## src/rtl/alt_mge_pll_rst_pkg.sv

```systemverilog
// Shared types for the ATX PLL reset sequencer: FSM state encoding and status widths.
package alt_mge_pll_rst_pkg;

    typedef enum logic [2:0] {
        S_PWRDN     = 3'd0,
        S_CAL_WAIT  = 3'd1,
        S_LOCK_WAIT = 3'd2,
        S_MCGB_RST  = 3'd3,
        S_READY     = 3'd4
    } seq_state_t;

    localparam int LOCK_LOSS_CNT_W = 8;

endpackage

```

## src/rtl/alt_mge_sync_bit.sv

```systemverilog
// Multi-flop synchronizer for a single asynchronous status bit; resets to 0.
module alt_mge_sync_bit #(
    parameter int SYNC_STAGES = 3
) (
    input  logic clk,
    input  logic rst_n,
    input  logic d,
    output logic q
);

    logic [SYNC_STAGES-1:0] sync_ff;

    always_ff @(posedge clk or negedge rst_n) begin
        if (!rst_n) sync_ff <= '0;
        else        sync_ff <= {sync_ff[SYNC_STAGES-2:0], d};
    end

    assign q = sync_ff[SYNC_STAGES-1];

endmodule

```

## src/rtl/alt_mge_atx_pll_rst_seq.sv

```systemverilog
// ATX PLL power-up/reset sequencer: powerdown, calibration wait, lock qualification, MCGB reset, retry.
// Defining ALT_MGE_PLL_RST_SEQ_LOCK_LOSS_CNT_EN adds the saturating lock_loss_cnt output.
//
// state       | meaning
// S_PWRDN     | pll_powerdown held for PWRDN_CYCLES; timeout counter cleared
// S_CAL_WAIT  | PLL powered, waiting for calibration to finish
// S_LOCK_WAIT | waiting for LOCK_STABLE_CYCLES consecutive lock samples
// S_MCGB_RST  | lock qualified, master CGB held in reset for MCGB_RST_CYCLES
// S_READY     | PLL usable downstream; loss of lock drops back to S_LOCK_WAIT
module alt_mge_atx_pll_rst_seq
    import alt_mge_pll_rst_pkg::*;
#(
    parameter int PWRDN_CYCLES        = 100,
    parameter int LOCK_STABLE_CYCLES  = 64,
    parameter int LOCK_TIMEOUT_CYCLES = 1000000,
    parameter int MCGB_RST_CYCLES     = 16,
    parameter int SYNC_STAGES         = 3
) (
    input  logic       clk,
    input  logic       rst_n,
    input  logic       req_reset,
    input  logic       pll_locked,
    input  logic       pll_cal_busy,
    output logic       pll_powerdown,
    output logic       mcgb_rst,
    output logic       pll_ready,
    output logic       timeout_err,
`ifdef ALT_MGE_PLL_RST_SEQ_LOCK_LOSS_CNT_EN
    output logic [2:0] seq_state,
    output logic [LOCK_LOSS_CNT_W-1:0] lock_loss_cnt
`else
    output logic [2:0] seq_state
`endif
);

    localparam int PWR_W  = $clog2(PWRDN_CYCLES + 1);
    localparam int STAB_W = $clog2(LOCK_STABLE_CYCLES + 1);
    localparam int TO_W   = $clog2(LOCK_TIMEOUT_CYCLES + 1);
    localparam int MCGB_W = $clog2(MCGB_RST_CYCLES + 1);

    localparam logic [PWR_W-1:0]  PWR_LAST  = PWR_W'(PWRDN_CYCLES - 1);
    localparam logic [PWR_W-1:0]  PWR_MAX   = PWR_W'(PWRDN_CYCLES);
    localparam logic [STAB_W-1:0] STAB_LAST = STAB_W'(LOCK_STABLE_CYCLES - 1);
    localparam logic [STAB_W-1:0] STAB_MAX  = STAB_W'(LOCK_STABLE_CYCLES);
    localparam logic [TO_W-1:0]   TO_LAST   = TO_W'(LOCK_TIMEOUT_CYCLES - 1);
    localparam logic [TO_W-1:0]   TO_MAX    = TO_W'(LOCK_TIMEOUT_CYCLES);
    localparam logic [MCGB_W-1:0] MCGB_LAST = MCGB_W'(MCGB_RST_CYCLES - 1);
    localparam logic [MCGB_W-1:0] MCGB_MAX  = MCGB_W'(MCGB_RST_CYCLES);

    seq_state_t        state;
    seq_state_t        nxt;
    logic              lock_s;
    logic              cal_s;
    logic              to_hit;
    logic              lock_lost;
    logic [PWR_W-1:0]  pwr_cnt;
    logic [STAB_W-1:0] stab_cnt;
    logic [TO_W-1:0]   to_cnt;
    logic [MCGB_W-1:0] mcgb_cnt;

    alt_mge_sync_bit #(.SYNC_STAGES(SYNC_STAGES)) u_sync_lock (
        .clk   (clk),
        .rst_n (rst_n),
        .d     (pll_locked),
        .q     (lock_s)
    );

    alt_mge_sync_bit #(.SYNC_STAGES(SYNC_STAGES)) u_sync_cal (
        .clk   (clk),
        .rst_n (rst_n),
        .d     (pll_cal_busy),
        .q     (cal_s)
    );

    // Priority: req_reset over timeout over lock qualification.
    always_comb begin
        nxt    = state;
        to_hit = ((state == S_CAL_WAIT) || (state == S_LOCK_WAIT)) && (to_cnt == TO_LAST);
        case (state)
            S_PWRDN:     if (pwr_cnt == PWR_LAST) nxt = S_CAL_WAIT;
            S_CAL_WAIT:  if (to_hit) nxt = S_PWRDN;
                         else if (!cal_s) nxt = S_LOCK_WAIT;
            S_LOCK_WAIT: if (to_hit) nxt = S_PWRDN;
                         else if (lock_s && (stab_cnt == STAB_LAST)) nxt = S_MCGB_RST;
            S_MCGB_RST:  if (!lock_s) nxt = S_LOCK_WAIT;
                         else if (mcgb_cnt == MCGB_LAST) nxt = S_READY;
            S_READY:     if (!lock_s) nxt = S_LOCK_WAIT;
            default:     nxt = S_PWRDN;
        endcase
        if (req_reset) nxt = S_PWRDN;
    end

    assign lock_lost = (state == S_READY) && (nxt == S_LOCK_WAIT);

    always_ff @(posedge clk or negedge rst_n) begin
        if (!rst_n) begin
            state         <= S_PWRDN;
            pll_powerdown <= 1'b1;
            mcgb_rst      <= 1'b1;
            pll_ready     <= 1'b0;
            timeout_err   <= 1'b0;
            pwr_cnt       <= '0;
            stab_cnt      <= '0;
            to_cnt        <= '0;
            mcgb_cnt      <= '0;
        end else begin
            state         <= nxt;
            pll_powerdown <= (nxt == S_PWRDN);
            mcgb_rst      <= (nxt != S_READY);
            pll_ready     <= (nxt == S_READY);

            if (req_reset)   timeout_err <= 1'b0;
            else if (to_hit) timeout_err <= 1'b1;

            if ((state == S_PWRDN) && (nxt == S_PWRDN) && !req_reset) begin
                if (pwr_cnt != PWR_MAX) pwr_cnt <= pwr_cnt + 1'b1;
            end else begin
                pwr_cnt <= '0;
            end

            if ((state == S_LOCK_WAIT) && (nxt == S_LOCK_WAIT) && lock_s) begin
                if (stab_cnt != STAB_MAX) stab_cnt <= stab_cnt + 1'b1;
            end else begin
                stab_cnt <= '0;
            end

            // Held through S_MCGB_RST so a lock drop there keeps the original deadline.
            if ((nxt == S_PWRDN) || lock_lost) begin
                to_cnt <= '0;
            end else if (((state == S_CAL_WAIT) || (state == S_LOCK_WAIT)) && (to_cnt != TO_MAX)) begin
                to_cnt <= to_cnt + 1'b1;
            end

            if ((state == S_MCGB_RST) && (nxt == S_MCGB_RST)) begin
                if (mcgb_cnt != MCGB_MAX) mcgb_cnt <= mcgb_cnt + 1'b1;
            end else begin
                mcgb_cnt <= '0;
            end
        end
    end

    assign seq_state = state;

`ifdef ALT_MGE_PLL_RST_SEQ_LOCK_LOSS_CNT_EN
    always_ff @(posedge clk or negedge rst_n) begin
        if (!rst_n)                             lock_loss_cnt <= '0;
        else if (req_reset)                     lock_loss_cnt <= '0;
        else if (lock_lost && (lock_loss_cnt != '1)) lock_loss_cnt <= lock_loss_cnt + 1'b1;
    end
`endif

endmodule

```

## config.mk

```make
export PLATFORM = sky130hd
export DESIGN_NAME = alt_mge_atx_pll_rst_seq
export DESIGN_NICKNAME = d
export VERILOG_FILES = /design/src/rtl/alt_mge_pll_rst_pkg.sv /design/src/rtl/alt_mge_sync_bit.sv /design/src/rtl/alt_mge_atx_pll_rst_seq.sv
export SDC_FILE = /design/constraint.sdc
export NUM_CORES = 1
export LEC_CHECK = 0
export CAP_MARGIN = 25
export CORE_ASPECT_RATIO = 2
export CORE_UTILIZATION = 60
export DETAILED_ROUTE_END_ITERATION = 12
export HOLD_SLACK_MARGIN = 0.08
export PLACE_DENSITY = 0.8
export SLEW_MARGIN = 40
export SYNTH_ARGS = -nofsm -noshare
export SYNTH_HDL_FRONTEND = slang
export SYNTH_SLANG_ARGS = --single-unit
export TNS_END_PERCENT = 20
```

## constraint.sdc

```tcl
create_clock -name clk -period 3 [get_ports clk]
set_input_delay 0.45 -clock clk [delete_from_list [all_inputs] [get_ports clk]]
set_output_delay 0.45 -clock clk [all_outputs]
set_load 0.02 [all_outputs]
```

# Word level (Yosys, flattened, before mapping)

Index checks and enable logic that the tools add are counted.

Flip-flop bits (word level): 52
Output and inout bits: 7
Word-level logic and storage cells: 70

Add/sub/neg operators: 4
Equal/unequal tests: 19
Muxes and demuxes: 20
Reduce and logical (&&, ||, !) cells: 16

Operator list:

| operator              | count |
|---|---|
| $mux 20               | 2 |
| $mux 7                | 4 |
| $mux 3                | 9 |
| $add 20x1->20 const B | 1 |
| $eq 20x20->1 const B  | 1 |
| $ne 20x20->1 const B  | 1 |
| $pmux 3 s5            | 1 |
| $add 7x1->7 const B   | 2 |
| $ne 7x7->1 const B    | 2 |
| $eq 3x2->1 const B    | 4 |
| $mux 5                | 2 |
| $logic_and 1x1->1     | 9 |
| $eq 7x6->1 const B    | 1 |
| $eq 7x7->1 const B    | 1 |
| $eq 3x3->1 const B    | 2 |
| $logic_not 3->1       | 2 |
| $ne 2x1->1 const B    | 3 |
| $add 5x1->5 const B   | 1 |
| $eq 5x4->1 const B    | 1 |
| $ne 5x5->1 const B    | 1 |
| $reduce_bool 2->1     | 2 |
| $eq 3x1->1 const B    | 1 |
| $ne 3x3->1 const B    | 1 |
| $logic_or 1x1->1      | 2 |
| 2 further kinds       | 3 |

# Longest topological paths before layout

Depth after elaboration: 10
Gate-level depth with buffers: 9
Mapped depth without buffers: 8

# By module

A second synthesis with hierarchy kept.

Cell total of the unflattened synthesis: 273
Area, all modules: 2723.9 um2

By module, submodules not included:

| module                  | instances | cells an instance | area each (um2) | seq. area each (um2) |
|---|---|---|---|---|
| alt_mge_atx_pll_rst_seq | 1         | 267               | 2573.7          | 1153.6 |
| alt_mge_sync_bit        | 2         | 3                 | 75.1            | 75.1 |

# Least setup slack after synthesis

Ideal clock, no wire load.

Path kind: reg-to-reg
Start: reg mcgb_cnt[0]
End: reg pwr_cnt[0]
Setup time: 127 ps
Arrival time: 1996 ps
Data required time: 2873 ps
Path slack: 878 ps
Cell stages (with the launch flop): 10
Buffers on the path: 2
Period minus slack after synthesis: 2122 ps
Path through: dfrtp_1 ha_1 and3_1 ha_1 or3_1 clkbuf_1 o211ai_1 or2_2 clkbuf_1 nor2_1

Word-level cells in the longest chain between the ends: 9
Elaborated cells on any way between the ends: 10
Those cells by class: eq/ne (2); mux (5); reduce/logical (3)

Ends and longest elaborated chain:

| element                                               | line                           | text |
|---|---|---|
| start: declaration                                    | alt_mge_atx_pll_rst_seq.sv:59  | `logic [MCGB_W-1:0] mcgb_cnt;` |
| start signal: assignment                              | alt_mge_atx_pll_rst_seq.sv:135 | `if (mcgb_cnt != MCGB_MAX) mcgb_cnt <= mcgb_cnt + 1'b1;` |
| $eq 5x4->1 (*)                                        | alt_mge_atx_pll_rst_seq.sv:86  | `else if (mcgb_cnt == MCGB_LAST) nxt = S_READY;` |
| $mux 3 (*)                                            | alt_mge_atx_pll_rst_seq.sv:86  |  |
| $mux 3 (*)                                            | alt_mge_atx_pll_rst_seq.sv:85  | `S_MCGB_RST: if (!lock_s) nxt = S_LOCK_WAIT;` |
| $pmux 3 s5 (*)                                        | alt_mge_atx_pll_rst_seq.sv:79  | `case (state)` |
| $mux 3 (*)                                            | alt_mge_atx_pll_rst_seq.sv:90  | `if (req_reset) nxt = S_PWRDN;` |
| $logic_not 3->1 (*)                                   | alt_mge_atx_pll_rst_seq.sv:115 | `if ((state == S_PWRDN) && (nxt == S_PWRDN) && !req_reset) begin` |
| $logic_and 1x1->1 (*) (2 in a row)                    | alt_mge_atx_pll_rst_seq.sv:115 |  |
| $ne 2x1->1 (no line) / $mux 7 (equally long branches) | --                             |  |
| end signal: assignment                                | alt_mge_atx_pll_rst_seq.sv:116 | `if (pwr_cnt != PWR_MAX) pwr_cnt <= pwr_cnt + 1'b1;` |
| end: declaration                                      | alt_mge_atx_pll_rst_seq.sv:56  | `logic [PWR_W-1:0] pwr_cnt;` |

Every way passes the cells marked *; elsewhere a longest branch is shown, timed or not.
A chain may end at the register's enable or synchronous reset.

# Worst setup path in the final report

Start: reg to_cnt[11]
End: reg to_cnt[9]

Word-level cells in the longest chain between the ends: 9
Elaborated cells on any way between the ends: 14
Those cells by class: eq/ne (3); mux (5); reduce/logical (6)

Ends and longest elaborated chain:

| element                                             | line                                                         | text |
|---|---|---|
| start: declaration                                  | alt_mge_atx_pll_rst_seq.sv:58                                | `logic [TO_W-1:0] to_cnt;` |
| start signal: assignment                            | alt_mge_atx_pll_rst_seq.sv:131                               | `to_cnt <= to_cnt + 1'b1;` |
| $eq 20x20->1                                        | alt_mge_atx_pll_rst_seq.sv:78                                | `to_hit = ((state == S_CAL_WAIT) \|\| (state == S_LOCK_WAIT)) && (to_cnt == TO_LAST);` |
| $logic_and 1x1->1                                   | alt_mge_atx_pll_rst_seq.sv:78                                |  |
| $mux 3 (on tied branches)                           | alt_mge_atx_pll_rst_seq.sv:83, alt_mge_atx_pll_rst_seq.sv:81 |  |
| $pmux 3 s5                                          | alt_mge_atx_pll_rst_seq.sv:79                                |  |
| $mux 3                                              | alt_mge_atx_pll_rst_seq.sv:90                                |  |
| $eq 3x2->1                                          | alt_mge_atx_pll_rst_seq.sv:93                                | `assign lock_lost = (state == S_READY) && (nxt == S_LOCK_WAIT);` |
| $logic_and 1x1->1                                   | alt_mge_atx_pll_rst_seq.sv:93                                |  |
| $logic_or 1x1->1                                    | alt_mge_atx_pll_rst_seq.sv:128                               | `if ((nxt == S_PWRDN) \|\| lock_lost) begin` |
| $mux 20 / $reduce_bool 2->1 (equally long branches) | --                                                           |  |

Several ways; a longest one is shown, not always the timed one.

==> flow_summary.ini <==
[placement]
placed_area_sq_um = 2820
gp_congestion = 0.803
port_buffers = 11
dp.cells = 325
post-dp-hpwl_um = 3870
post-place-ws_ns = 0.479

[yosys]
synth_seq_area_share_pct = 48.0
synth_area_sq_um = 2710
synth-edff-count = 0
synthCells = 272
ys_types = 50
syn-num-nets = 286
ys.flop_type = dfrtp_1
synth-warning-count = 0
synth-seq-cells = 52
avgSynthCellArea_sq_um = 9.98
ys_async_sr_fraction_pct = 100

[route]
viasPerCell = 5.95
drt-pass1-iter-count = 4
wl_per_cell_um = 16.0
vias = 1983
routed_wl_um = 5320
drc = 0
antenna_left = 0
first_iter_violations = 41

[cells_and_area]
mostFrequentLayoutCells = 50 x dfrtp_1, 28 x nor2_1, 25 x a21oi_1
final_cells = 333
fin_util_pct = 67.1
nNetsFinal = 292
area_delta_synth_final_pct = 7.24
diodes = 0
final_common_cell = dfrtp_1
final_cell_area_sq_um = 2910
drive_above_1_share_pct = 8.24

[global_routing]
grt_use_total_pct = 24.1
antenna_found_initial = 0
grt_pass1_wl_um = 8980
grt_max_degree = 27
grt_pass1_vias = 2000
grt_overflow_total = 0

[run]
drv_cap = 0

[power_and_ir_drop]
power.density_nw_per_um2 = 390
finalPower_mw = 1.13
power_switching_mw = 0.251
leakage_nw = 1.16
pwr-share-comb_pct = 3.2
p_int_mw = 0.883
seq_power_share_pct = 62.9
worst_ir_drop_vdd_mv = 0.404
power.share.clock_pct = 33.9
netSwitchingFraction_pct = 22.1

[timing]
whs_ns = 0.150
period_share_pct = 82.2
min_period_ns = 2.47
grt_setup_unrepaired = no
maxSlewHeadroom_pct = 50.4
fmax_mhz = 405
setup-violations-final = 0
hold_viol = 0
finalSetupTns_ns = 0
maxSlewViolCount = 0
skew_ns = 0.00951
fin_ws_ns = 0.534
worst_pin_slew_ns = 0.744

[clock_network]
numCtsBuffers = 5
clockRootBuffer = clkbuf_8
cts_resized = 0
cts_tree = yes
htreeDepth = 2
cts.path.max_buffers = 2
postCtsSetupBuffers = 0
clock_latency_ns = 0.30
hold_buffers = 0
clkTransAtPathRegs_ns = 0.09
cts.sinks = 52

[worst_setup_path]
critPathKind = register to register
required_ns = 3.17
start_kind = register
endpoint_kind = register
worstSetupStartpoint = to_cnt[11]$_DFFE_PN0P_
cp.arrival_ns = 2.63
r2r_start = to_cnt[11]$_DFFE_PN0P_
crit_path_max_fanout = 20

[floorplan]
ioPinCount = 12
die_h_um = 97.1
num_rows = 34
initial_core_util_pct = 62.5
die_area_sq_um = 4810
core_sq_um = 4340
dieWidth_um = 49.6

[hold_path]
hp-class = input port to async pin

[status]
outcome = finished, final reports clean
[power groups by stage]
stage                     logic, mW  clock network (mW)  registers, mW
final                        0.0359               0.385          0.714
after floorplan              0.0139                   0          0.726
after global placement       0.0359                   0          0.727
after detailed placement     0.0367                   0          0.728
after global routing         0.0423               0.419          0.714
after CTS                    0.0371               0.397          0.714
[layout make-up]
type | count | area [sq um]
inverters | 15 | 56.3
fillers | 371 | 1430
repair buffers | 13 | 120
multi-input cells | 191 | 1280
clock inverters | 2 | 12.5
clock buffers | 6 | 72.6
well taps | 54 | 67.6
flip-flops and latches | 52 | 1300
[cell usage after synthesis (2+ instances only)]
master	instances	area (sq um)
xnor2_1	16	140
nand4_1	9	56.3
buf_6	4	45.0
nor2_1	28	105
xor2_1	15	131
mux2i_1	3	30.0
dfrtp_1	50	1250
and3_1	4	25.0
nand3b_1	2	15.0
nand3_1	16	80.1
nand2b_1	4	25.0
and4_1	3	26.3
a21o_1	2	15.0
nand2_1	13	48.8
ha_1	9	113
inv_1	15	56.3
clkbuf_1	10	37.5
o211ai_1	2	15.0
dfstp_2	2	52.6
a21oi_1	25	125
and2_1	2	12.5
or3_1	3	18.8
nor3_1	5	25.0
o21ai_0	2	10.0
nor4_1	3	18.8
[cell families (layout without fill, tap and decap cells)]
group | Yosys count | in the layout | share of synthesized area, %
simple gates | 105 | 105 | 21.5
xor+xnor | 31 | 31 | 10.0
mux | 4 | 4 | 1.52
buf+inv | 29 | 36 | 5.12
compound gates | 42 | 42 | 9.64
fa+ha+maj | 9 | 9 | 4.15
flops | 52 | 52 | 48.0
[worst max-delay path, stage by stage (launching register included)]
cell,delay [ns]
dfrtp_1,0.44
or4b_1,0.52
or4_4,0.58
nor3_4,0.19
o21ba_2,0.47
a21oi_1,0.13
[registers in the layout, summed over array words and instances (netlist names)]
| signal | cells |
|---|---|
| to_cnt | 20 |
| pwr_cnt | 7 |
| stab_cnt | 7 |
| mcgb_cnt | 5 |
| seq_state | 3 |
| u_sync_cal.sync_ff | 3 |
| u_sync_lock.sync_ff | 3 |
| mcgb_rst | 1 |
| pll_powerdown | 1 |
| pll_ready | 1 |
| timeout_err | 1 |
[worst paths after layout]
check	cells past startpoint	slack [ns]	end
setup / recovery	5	0.53	to_cnt[9]$_DFFE_PN0P_
hold / removal	1	0.15	to_cnt[4]$_DFFE_PN0P_
setup reg to reg	5	0.53	to_cnt[9]$_DFFE_PN0P_
hold reg to reg	0	0.35	u_sync_cal.sync_ff[2]$_DFF_PN0_
max in group asynchronous	2	2.12	pll_powerdown$_DFF_PN1_
min in group clk	0	0.35	u_sync_cal.sync_ff[2]$_DFF_PN0_
[layer usage]
layer | vias to the layer above | global-route usage, % | routed length, um
met4 | 0 | 10.5 | 124
met2 | 43 | 43.5 | 3020
met1 | 978 | 27.9 | 2060
met5 | - | 0 | 0
li1 | 948 | - | -
met3 | 14 | 2.35 | 106
No activity file was read; power rests on OpenSTA's default activity.
